**src/rtl/cascade_slave_responder.sv**
```systemverilog
// cascade_slave_responder
// Slave-side INTA sequencer for a cascaded 8259-style PIC. It counts the CPU
// interrupt-acknowledge pulses and samples the master's cascade code on the
// first pulse to decide whether this slave owns the acknowledge. If it does,
// it requests the ISR set and drives the vector byte(s) during the correct
// pulse(s). Define AEOI_EN to add the aeoi_flag input and the auto_eoi output,
// which pulse after the final INTA pulse so the ISR bit is cleared
// automatically.
module cascade_slave_responder #(
  parameter int TIMEOUT_CYCLES = 255
) (
  input  logic       clk,
  input  logic       reset,
  input  logic       inta_n,
  input  logic       sp_neg,
  input  logic       single_mode_flag,
  input  logic       mode_8086,
  input  logic [2:0] my_slave_id,
  input  logic [2:0] cascading_lines,
  input  logic       int_pending,
  input  logic [2:0] int_level,
  input  logic [7:0] icw2,
  input  logic [2:0] icw1_addr,
  output logic [7:0] data_out,
  output logic       data_drive,
  output logic       isr_set,
  output logic [2:0] isr_level,
`ifdef AEOI_EN
  input  logic       aeoi_flag,
  output logic       auto_eoi,
`endif
  output logic       selected
);

  typedef enum logic [2:0] {
    IDLE,
    P1,
    G1,
    P2,
    G2,
    P3
  } state_t;

  // The gap counter reaches this value on the last idle clock that is allowed.
  localparam logic [15:0] GapLast = 16'(TIMEOUT_CYCLES - 1);

  state_t      state_q;
  logic        intaNPrev_q;
  logic        pend_q;
  logic        mode_q;
  logic [15:0] gapCount_q;
  logic [7:0]  dataOut_q;
  logic        dataDrive_q;
  logic        isrSet_q;
  logic [2:0]  isrLevel_q;
  logic        selected_q;
`ifdef AEOI_EN
  logic        autoEoi_q;
`endif

  logic fall;
  logic rise;
  logic inert;
  logic idMatch;

  assign fall    = intaNPrev_q & ~inta_n;
  assign rise    = ~intaNPrev_q & inta_n;
  assign inert   = sp_neg | single_mode_flag;
  assign idMatch = (cascading_lines == my_slave_id);

  // Registered copy of the strobe; resets high so no edge is seen out of reset.
  always_ff @(posedge clk or posedge reset) begin
    if (reset) begin
      intaNPrev_q <= 1'b1;
    end else begin
      intaNPrev_q <= inta_n;
    end
  end

  // Acknowledge sequencer: pulse/gap tracking, ownership decision, vector drive.
  always_ff @(posedge clk or posedge reset) begin
    if (reset) begin
      state_q     <= IDLE;
      pend_q      <= 1'b0;
      mode_q      <= 1'b0;
      gapCount_q  <= 16'd0;
      dataOut_q   <= 8'h00;
      dataDrive_q <= 1'b0;
      isrSet_q    <= 1'b0;
      isrLevel_q  <= 3'd0;
      selected_q  <= 1'b0;
`ifdef AEOI_EN
      autoEoi_q   <= 1'b0;
`endif
    end else begin
      isrSet_q <= 1'b0;
`ifdef AEOI_EN
      autoEoi_q <= 1'b0;
`endif
      if (inert) begin
        state_q     <= IDLE;
        pend_q      <= 1'b0;
        mode_q      <= 1'b0;
        gapCount_q  <= 16'd0;
        dataOut_q   <= 8'h00;
        dataDrive_q <= 1'b0;
        isrLevel_q  <= 3'd0;
        selected_q  <= 1'b0;
      end else begin
        case (state_q)
          IDLE: begin
            dataOut_q   <= 8'h00;
            dataDrive_q <= 1'b0;
            selected_q  <= 1'b0;
            if (fall) begin
              state_q    <= P1;
              isrLevel_q <= int_level;
              pend_q     <= int_pending;
              mode_q     <= mode_8086;
            end
          end
          P1: begin
            if (rise) begin
              state_q    <= G1;
              gapCount_q <= 16'd0;
              selected_q <= pend_q & idMatch;
              isrSet_q   <= pend_q & idMatch;
            end
          end
          G1: begin
            if (fall) begin
              state_q     <= P2;
              dataDrive_q <= selected_q;
              if (!selected_q) begin
                dataOut_q <= 8'h00;
              end else if (mode_q) begin
                dataOut_q <= {icw2[7:3], isrLevel_q};
              end else begin
                dataOut_q <= {icw1_addr, isrLevel_q, 2'b00};
              end
            end else if (gapCount_q == GapLast) begin
              state_q    <= IDLE;
              selected_q <= 1'b0;
            end else begin
              gapCount_q <= gapCount_q + 16'd1;
            end
          end
          P2: begin
            if (rise) begin
              dataOut_q   <= 8'h00;
              dataDrive_q <= 1'b0;
              if (mode_q) begin
                state_q    <= IDLE;
                selected_q <= 1'b0;
`ifdef AEOI_EN
                autoEoi_q  <= selected_q & aeoi_flag;
`endif
              end else begin
                state_q    <= G2;
                gapCount_q <= 16'd0;
              end
            end
          end
          G2: begin
            if (fall) begin
              state_q     <= P3;
              dataDrive_q <= selected_q & ~mode_q;
              dataOut_q   <= (selected_q & ~mode_q) ? icw2 : 8'h00;
            end else if (gapCount_q == GapLast) begin
              state_q    <= IDLE;
              selected_q <= 1'b0;
            end else begin
              gapCount_q <= gapCount_q + 16'd1;
            end
          end
          P3: begin
            if (rise) begin
              state_q     <= IDLE;
              dataOut_q   <= 8'h00;
              dataDrive_q <= 1'b0;
              selected_q  <= 1'b0;
`ifdef AEOI_EN
              autoEoi_q   <= selected_q & aeoi_flag;
`endif
            end
          end
          default: begin
            state_q     <= IDLE;
            dataOut_q   <= 8'h00;
            dataDrive_q <= 1'b0;
            selected_q  <= 1'b0;
          end
        endcase
      end
    end
  end

  assign data_out   = dataOut_q;
  assign data_drive = dataDrive_q;
  assign isr_set    = isrSet_q;
  assign isr_level  = isrLevel_q;
  assign selected   = selected_q;
`ifdef AEOI_EN
  assign auto_eoi   = autoEoi_q;
`endif

endmodule

```
**config.mk**
```make
export PLATFORM = sky130hd
export DESIGN_NAME = cascade_slave_responder
export DESIGN_NICKNAME = d
export VERILOG_FILES = /design/src/rtl/cascade_slave_responder.sv
export SDC_FILE = /design/constraint.sdc
export NUM_CORES = 1
export LEC_CHECK = 0
export ABC_AREA = 0
export CAP_MARGIN = 30
export CORE_MARGIN = 10
export CORE_UTILIZATION = 52
export CTS_CLUSTER_DIAMETER = 200
export DETAILED_ROUTE_END_ITERATION = 8
export GPL_TIMING_DRIVEN = 0
export PLACE_DENSITY = 0.89
export SYNTH_ARGS = -nofsm -noshare
export SYNTH_HDL_FRONTEND = slang
export SYNTH_SLANG_ARGS = --single-unit
```
**constraint.sdc**
```tcl
create_clock -name clk -period 2.4 [get_ports clk]
set_input_delay 0.24 -clock clk [delete_from_list [all_inputs] [get_ports clk]]
set_output_delay 0.24 -clock clk [all_outputs]
set_load 0.01 [all_outputs]
```
==> metrics.cfg, run 1 <==
[yosys]
synth_edf_count=0
synth_area_sq_um=2140
synth_flop_cell=dfrtp_1
yosysTopAreaCell=dfrtp_1
synth_top_area_share_pct=40.9
ys_types=54
async_reset_ff_share_pct=100
avgSynthCellArea_sq_um=9.47
seq_area_frac_synth_pct=42.2
synth_area_leaders=dfrtp_1 41%, nand3_1 3.3%, o2bb2ai_1 3.3%
yosysWarnings=0
ys_ff_latch=36
yosysMostFrequentCell=dfrtp_1
ys_top_cells_by_count=35 x dfrtp_1, 14 x nand3_1, 13 x inv_1, 13 x nor2_1, 9 x nand2_1
synth_nets=255
synth_cells=226

[drt]
drc=0
dr.first_iter.drc_count=174
wl_per_cell_um=18.0
via_count=2097
vias_per_cell=6.47
wl_mm=5.84
drtPass1Iterations=4
drtAntennaViolNets=0

[critical_path]
cpMaxStageDelayCell=a41oi_1
rr_worst_depth=5
worstPathArrival_ns=2.39
slowest_delay_ns=0.61
critical_path.endpoint_type=flop
path_cells=buf_2, nor3b_1, a41oi_1, nand2_1, o211ai_1
reg2reg_setup_slack_ns=0.20
r2r-start=state_q[1]
cp_max_fo=10
reg2reg_to=gapCount_q[4]
critPathKind=reg2reg
required_ns=2.60
startpoint_type=flop

[placed_design]
placed_area_sq_um=2600
dp_slack_ns=0.0232
placedCellCount=316
gp_congestion=0.858
dp_hpwl_mm=4.31
io_buffers=40

[global_routing]
grt_max_degree=37
grt_use_total_pct=16.2
grt_pass1_vias=2119
grt_pass1_wl_mm=9.79
antenna_found_initial=0
overflow=0

[die]
initial_core_util_pct=53.5
num_io_pins=41
core_sq_um=4000
die_x_um=84.1
rows=23
die_h_um=84.1
dieArea_sq_um=7080

[clock_tree]
cts_sinks=36
cts_max_level=2
clk_latency_ns=0.29
cts_buffers=5
hold_buffers=0
ctsResizeCount=0
cts_setup_buffers=0
cts_tree=done
clockRootBuffer=clkbuf_8
clock_path_buffers=2
path_clk_slew_ns=0.07

[finish]
num_antenna_cells=0
ff_latch_area_sq_um=902
nNetsFinal=302
n_fill_cell=316
drive_gt1_share_pct=8.03
instances_no_fill=324
multiInputGateArea_sq_um=1120
fin_area_sq_um=2690
syn_to_final_growth_pct=25.8
post-route-util_pct=67.3

[sta]
fmax_ghz=0.455
fin_ws_ns=0.204
period_needed_ns=2.20
setup_violations=0
hold_viol_final=0
slew_viol_final=0
finalSetupTns_ns=0
period_share_pct=91.5
finalClockSkew_ns=0.00868
rsz0062_at_grt=false
worst_pin_slew_ns=0.818
timing.slew.headroom_pct=45.0

[worst_hold_path]
hold_path_class=in2async

[power_and_ir_drop]
peakVddDrop_v=0.000316
powerDensity_nw_per_um2=442
leakagePower_nw=1.01

[run_status]
status=finished, final reports clean

[flow_run]
maxCapViolCount=0

[layer usage]
layer  up-vias  share of wire [%]  global-route usage [%]
met5         -                  0                       0
met4         0                1.6                    7.00
met3        11                9.0                    7.05
met2        82                 49                    26.1
met1      1034                 41                    18.3
li1        970                  -                       -
[area by class of cell]
cell class	instances	area share, %
Sequential cell	36	33.5
Buffer	13	2.56
Inverter	13	1.81
Clock buffer	8	3.35
Tap cell	50	2.32
Multi-Input combinational cell	164	41.6
Timing Repair Buffer	40	14.9
[placed cells by master (no fill, tap or decap), types with 5 or more instances in the layout]
cell type	instances
a21oi_1	5
a22oi_1	8
a31oi_1	7
clkbuf_1	8
clkbuf_8	6
clkdlybuf4s50_1	40
dfrtp_1	35
inv_1	12
mux2i_1	6
nand2_1	9
nand2b_1	5
nand3_1	14
nand4_1	7
nor2_1	13
nor3_1	6
o211ai_1	8
o21ai_0	6
o2bb2ai_1	8
[worst max-delay path by stage]
stage	from	to	slack (ns)	depth (start not counted)
final	state_q[1]	gapCount_q[4]	0.20	5
after global routing	state_q[1]	gapCount_q[14]	0.01	5
after CTS	gapCount_q[0]	gapCount_q[3]	0.25	7
after detailed placement	single_mode_flag	selected	0.02	7
after global placement	single_mode_flag	selected	0.05	7
after floorplan	state_q[0]	selected	0.53	5
[worst max-delay path: cells and delay by family, from the launching register on]
| family | cells | cell delay (ns) |
|---|---|---|
| flip-flops | 1 | 0.41 |
| buffers and inverters | 1 | 0.19 |
| AND/OR/NAND/NOR | 2 | 0.57 |
| AO/OA/AOI/OAI | 2 | 0.92 |
[state kept, by name (all words and copies together) (netlist names)]
register     cells
intaNPrev_q      1
mode_q           1
gapCount_q      16
selected         1
pend_q           1
isr_set          1
data_out         8
isr_level        3
state_q          3
data_drive       1
[metrics by stage]
stage               hold slack, ns  power, mW
floorplan                    0.244      0.690
global placement             0.472      0.752
detailed placement           0.473      0.757
CTS                          0.429       1.20
global route                 0.470       1.24
finish                       0.398       1.19
[power breakdown]
part,internal [mW],switching [mW]
clock,0.234,0.211
combinational,0.0624,0.0596
sequential,0.615,0.00845
total,0.912,0.279
[cell families after synthesis]
family	Yosys count	synth area share, %
simple gates	84	22.6
fa+ha+maj	2	1.17
flops	36	42.2
mux	8	3.86
xor+xnor	4	1.64
buf+inv	26	5.50
compound gates	66	23.0
Note: power is estimated with default switching activity, not from simulation.
==> run 2: changes to the inputs <==
- CTS_CLUSTER_DIAMETER: 200 -> default
==> results of run 2 <==
The final DEF is identical to that of run 1; final timing and power are the same.
==> run 3: changes to the inputs <==
- SLEW_MARGIN: default -> 20
==> metrics.cfg, run 3 (synthesis gave the netlist of run 1 again) <==
[worst_hold_path]
hold_path_class=in2async

[global_routing]
grt_pass1_vias=2105  ; -0.66%
antenna_found_initial=0  ; unchanged
grt_max_degree=27  ; -27%
grt_use_total_pct=16.3  ; +0.13 points
overflow=0  ; unchanged
grt_pass1_wl_mm=9.85  ; +0.63%

[power_and_ir_drop]
peakVddDrop_v=0.000348  ; +9.9%
powerDensity_nw_per_um2=441  ; -0.26%
leakagePower_nw=1.02  ; +0.93%

[critical_path]
slowest_delay_ns=0.57  ; -0.04 ns
cp.depth=5  ; unchanged
critPathBufInv=1  ; unchanged
rr_worst_depth=5  ; unchanged
critPathKind=reg2reg
critical_path.endpoint_type=flop
startpoint_type=flop
path_cells=buf_2, nor3b_1, a41oi_1, nand2_1, o211ai_1
worstPathArrival_ns=2.35  ; -0.04 ns
required_ns=2.60  ; about the same
cp_max_fo=10  ; unchanged
critPathTopFamily=compound AO/OA/AOI/OAI gates
cpMaxStageDelayCell=a41oi_1

[clock_tree]
ctsResizeCount=0  ; unchanged
cts_setup_buffers=0  ; unchanged
hold_buffers=0  ; unchanged
clock_path_buffers=2  ; unchanged
cts_tree=done
cts_max_level=2  ; unchanged
clk_latency_ns=0.29  ; about the same
cts_sinks=36  ; unchanged
cts_buffers=5  ; unchanged
path_clk_slew_ns=0.07  ; about the same
clockRootBuffer=clkbuf_8

[drt]
wl_per_cell_um=17.9  ; -0.63%
wl_mm=5.82  ; -0.33%
drtAntennaViolNets=0  ; unchanged
drtPass1Iterations=4  ; unchanged
drc=0  ; unchanged
vias_per_cell=6.34  ; -2.0%
via_count=2062  ; -1.7%
dr.first_iter.drc_count=184  ; +5.7%

[finish]
final_cell_mix=40 x clkdlybuf4s50_1, 35 x dfrtp_1, 14 x nand3_1
top_register=gapCount_q
drive_gt1_share_pct=8.36  ; +0.33 points
fin_area_sq_um=2710  ; +0.74%
layout_commonest_cell=clkdlybuf4s50_1
nNetsFinal=303  ; +0.33%
syn_to_final_growth_pct=26.8
largest_reg_flops=16  ; unchanged
num_antenna_cells=0  ; unchanged

[sta]
setup_violations=0  ; unchanged
timing.slew.headroom_pct=44.9  ; -0.15 points
slew_viol_final=0  ; unchanged
worst_pin_slew_ns=0.820  ; +0.00226 ns
period_share_pct=89.6  ; -2.0 points
finalClockSkew_ns=0.0101  ; +0.00139 ns
fmax_ghz=0.465  ; +2.2%
finalSetupTns_ns=0  ; unchanged
hold_viol_final=0  ; unchanged
period_needed_ns=2.15  ; -0.0470 ns
rsz0062_at_grt=false

[placed_design]
placed_area_sq_um=2620  ; +0.77%
gp_congestion=0.858  ; unchanged
dp_hpwl_mm=4.32  ; +0.28%
io_buffers=40  ; unchanged

[die]
die_h_um=84.1  ; unchanged
die_x_um=84.1  ; unchanged
dieArea_sq_um=7080  ; unchanged
num_io_pins=41  ; unchanged
core_sq_um=4000  ; unchanged
rows=23  ; unchanged
initial_core_util_pct=53.5  ; unchanged

[run_status]
status=finished, final reports clean

[flow_run]
maxCapViolCount=0  ; unchanged

-- run 3: cell types whose count changed in the layout (fill, tap and decap cells not counted), sizes merged --
cell | previous run | this run
buf | 7 | 8
-- run 3: per-stage QoR --
| stage | power [mW] | setup slack (ns) | instances | hold WS (ns) | utilization, % |
|---|---|---|---|---|---|
| 2_1_floorplan | 0.690 | 0.531 | 226 | 0.244 | - |
| 3_3_place_gp | 0.752 | 0.0514 | 316 | 0.472 | 65.1 |
| 3_5_place_dp | 0.761 | 0.0139 | 317 | 0.473 | 65.6 |
| 4_1_cts | 1.20 | 0.245 | 325 | 0.192 | 67.8 |
| 5_1_grt | 1.25 | 0.00774 | 325 | 0.209 | 67.8 |
| 6_report | 1.20 | 0.251 | 325 | 0.181 | 67.8 |
-- run 3: final cells by class --
type                            count  area, sq um
Multi-Input combinational cell    164         1120
Tap cell                           50         62.6
Timing Repair Buffer               41          420
Buffer                             13         68.8
Fill cell                         310         1290
Sequential cell                    36          902
Clock buffer                        8         90.1
Inverter                           13         48.8
-- run 3: layer usage --
metal | share of wire [%] | routed length, um | up-vias | global-route usage, %
met5 | 0 | 0 | - | 0
met4 | 1.6 | 93 | 0 | 5.63
met1 | 41 | 2380 | 997 | 18.9
met2 | 49 | 2830 | 82 | 26.3
met3 | 8.8 | 509 | 10 | 7.15
li1 | - | - | 973 | -
-- run 3: worst reg2reg max path, stage by stage, from the launching register on --
cell	delay (ns)
dfrtp_1	0.41
buf_2	0.20
nor3b_1	0.16
a41oi_1	0.57
nand2_1	0.42
o211ai_1	0.31
-- run 3: final timing paths --
path	start	endpoint	slack, ns
worst max-delay path	state_q[1]	gapCount_q[4]	0.25
worst min-delay path	reset	gapCount_q[3]	0.18
worst max register to register	state_q[1]	gapCount_q[4]	0.25
worst min register to register	data_out[7]	data_out[7]	0.49
max in group asynchronous	reset	intaNPrev_q	1.72
min in group clk	inta_n	intaNPrev_q	0.48
-- run 3: power by group --
group          internal [mW]  total [mW]  switching (mW)
clock                  0.234       0.448           0.214
sequential             0.615       0.624         0.00862
combinational         0.0656       0.125          0.0597
==> RTL change: new RTL, flow settings as in run 3 <==
Register the input `icw2` before use, cleared by the reset. The logic sees it one clock later. The other inputs are not delayed to match.
--- a/src/rtl/cascade_slave_responder.sv
+++ b/src/rtl/cascade_slave_responder.sv
@@ -45,4 +45,14 @@
   localparam logic [15:0] GapLast = 16'(TIMEOUT_CYCLES - 1);
 
+  logic [7:0] icw2_q;
+
+  always_ff @(posedge clk or posedge reset) begin
+    if (reset) begin
+      icw2_q <= '0;
+    end else begin
+      icw2_q <= icw2;
+    end
+  end
+
   state_t      state_q;
   logic        intaNPrev_q;
@@ -135,5 +145,5 @@
                 dataOut_q <= 8'h00;
               end else if (mode_q) begin
-                dataOut_q <= {icw2[7:3], isrLevel_q};
+                dataOut_q <= {icw2_q[7:3], isrLevel_q};
               end else begin
                 dataOut_q <= {icw1_addr, isrLevel_q, 2'b00};
@@ -166,5 +176,5 @@
               state_q     <= P3;
               dataDrive_q <= selected_q & ~mode_q;
-              dataOut_q   <= (selected_q & ~mode_q) ? icw2 : 8'h00;
+              dataOut_q   <= (selected_q & ~mode_q) ? icw2_q : 8'h00;
             end else if (gapCount_q == GapLast) begin
               state_q    <= IDLE;
Check against the original RTL: not equivalent (a bounded check fails within 4 cycles, from zero or initial values and one cycle with reset high).
==> RTL change against run 3 <==
Setup slack lost 0.026 ns. Sequential share of layout area up 4.3 points. Area after synthesis grew 8.6%. Non-clock buffer count grew 2. Total power is 26% higher. Sequential cell count grew 8. Core utilization is 0.40 points lower. Wire length increased by 10%. Final cell count up 3.4%. Design area rose by 8.2%. Critical path type unchanged. Largest cell class unchanged.
==> RTL change: results (changes against run 3) <==
Worst setup path:
- The arrival time reported for the critical path endpoint came to 2.37 ns (was 2.35 ns).
- The startpoint of the most critical register-to-register path was state_q[2] (was state_q[1]).
- The endpoint of the most critical register-to-register path was data_drive (was gapCount_q[4]).
- The number of cells on the worst reg-to-reg path is 4 (was 5).

Global routing:
- The largest net degree at the start of global routing is 26 (was 27).
- The overall global routing resource usage is 17.1% (was 16.3%).

Finish:
- The final layout net count was 312 (was 303).
- The number of inserted filler cells in the final layout is 323 (was 310).
- The ratio of cells with drive above 1 in the final layout came to 10.6% (was 8.36%).
- The summed area of non-filler cells in the final layout is 2940 sq um (was 2710 sq um).

Detailed routing:
- The detailed-router iteration count before antenna repair came to 5 (was 4).
- The total number of vias is 2200 (was 2062).
- The routed wire length was 6.42 mm (was 5.82 mm).
- The first-iteration detailed-routing DRC count is 143 (was 184).

Clock tree:
- The clock latency at the later pin of the worst-skew pair was 0.31 ns (was 0.29 ns).

STA:
- The largest clock skew in the final design is 0.0120 ns (was 0.0101 ns).
- The worst slew margin relative to its limit is 51.6% (was 44.9%).

Synthesis:
- The net count of the mapped netlist is 264 (was 255).
- The distinct cell type count after synthesis is 53 (was 54).
- The area share of xor/xnor cells in the synthesized design is 1.51% (was 1.64%).
- Leading post-synthesis cells by instance count: sky130_fd_sc_hd__dfrtp_1 (43), sky130_fd_sc_hd__nand2_1 (16), sky130_fd_sc_hd__a21oi_1 (13) (was sky130_fd_sc_hd__dfrtp_1 (35), sky130_fd_sc_hd__nand3_1 (14), sky130_fd_sc_hd__inv_1 (13), sky130_fd_sc_hd__nor2_1 (13), sky130_fd_sc_hd__nand2_1 (9)).
- Main area contributors after synthesis: sky130_fd_sc_hd__dfrtp_1 (46%), sky130_fd_sc_hd__a31oi_1 (3.2%), sky130_fd_sc_hd__o2bb2ai_1 (3.0%), sky130_fd_sc_hd__a21oi_1 (2.8%), sky130_fd_sc_hd__nand3_1 (2.6%) (was sky130_fd_sc_hd__dfrtp_1 (41%), sky130_fd_sc_hd__nand3_1 (3.3%), sky130_fd_sc_hd__o2bb2ai_1 (3.3%), sky130_fd_sc_hd__mux2i_1 (2.8%), sky130_fd_sc_hd__a22oi_1 (2.8%)).
- The synthesized-area fraction occupied by ao, oa, aoi and oai cells was 24.4% (was 23.0%).
- The fraction of the yosys area taken by sequential cells was 47.4% (was 42.2%).
- The fraction of synthesized area in multiplexers came to 1.40% (was 3.86%).

Power:
- The largest voltage drop on the vdd net is 0.322 mV (was 0.348 mV).

Placement:
- The final RePlAce weighted congestion is 0.896 (was 0.858).
- The placed instance area is 2810 sq um (was 2620 sq um).
- The worst setup slack before clock tree synthesis is 0.0234 ns (was 0.0139 ns).
- The sum of net half-perimeters after detailed placement is 4.49 mm (was 4.32 mm).

Outcome:
- Run status: finished clean (unchanged).
-- RTL change: where the power goes --
part	switching (mW)	internal (mW)	total (mW)
Combinational	0.0650	0.0641	0.129
Sequential	0.0114	0.757	0.768
Clock	0.271	0.341	0.612
Total	0.348	1.16	1.51
-- RTL change: routing by layer --
layer  share of wire [%]  track usage, %  routed length (um)  vias up
met2                  49            27.8                3160      120
met4                 2.0            6.04                 126        0
met5                   0               0                   0        -
li1                    -               -                   -     1000
met1                  41            21.5                2620     1068
met3                 7.9            4.03                 509       12
-- RTL change: critical path, stage by stage (launching register included) --
cell and delay (ns):
sky130_fd_sc_hd__dfrtp_1 0.45, sky130_fd_sc_hd__buf_2 0.20, sky130_fd_sc_hd__a211o_1 0.37, sky130_fd_sc_hd__a211oi_2 0.65
sky130_fd_sc_hd__mux2_2 0.41
-- RTL change: how the worst max path moves through the flow --
stage / start / end / slack, ns
final: state_q[2] / data_drive / 0.22
after detailed placement: single_mode_flag / gapCount_q[0] / 0.02
after global routing: state_q[2] / data_drive / 0.14
after CTS: intaNPrev_q / gapCount_q[1] / 0.22
after floorplan: state_q[2] / data_drive / 0.57
after global placement: single_mode_flag / gapCount_q[0] / 0.04
-- RTL change: cells by family after synthesis --
kind of cell / count (synthesis)
AOI/OAI and AO/OA: 79
muxes: 3
DFF: 44
xor gates and xnor gates: 4
buffers and inverters: 22
adders and majority gates: 2
and+or+nand+nor: 81
-- RTL change: area by class of cell --
type,instances,share of cell area [%]
tap,52,2.22
clock buffer,6,2.81
sequential,44,37.6
buffer,15,2.30
inverter,7,0.895
clock inverter,2,1.32
timing repair buffer,41,14.3
multi-input combinational,169,38.6
-- RTL change: per-stage QoR --
step / hold WS [ns] / cells
after floorplan: 0.244 / 235
after global placement: 0.470 / 327
after detailed placement: 0.473 / 328
after CTS: 0.265 / 336
after global routing: 0.278 / 336
final: 0.244 / 336
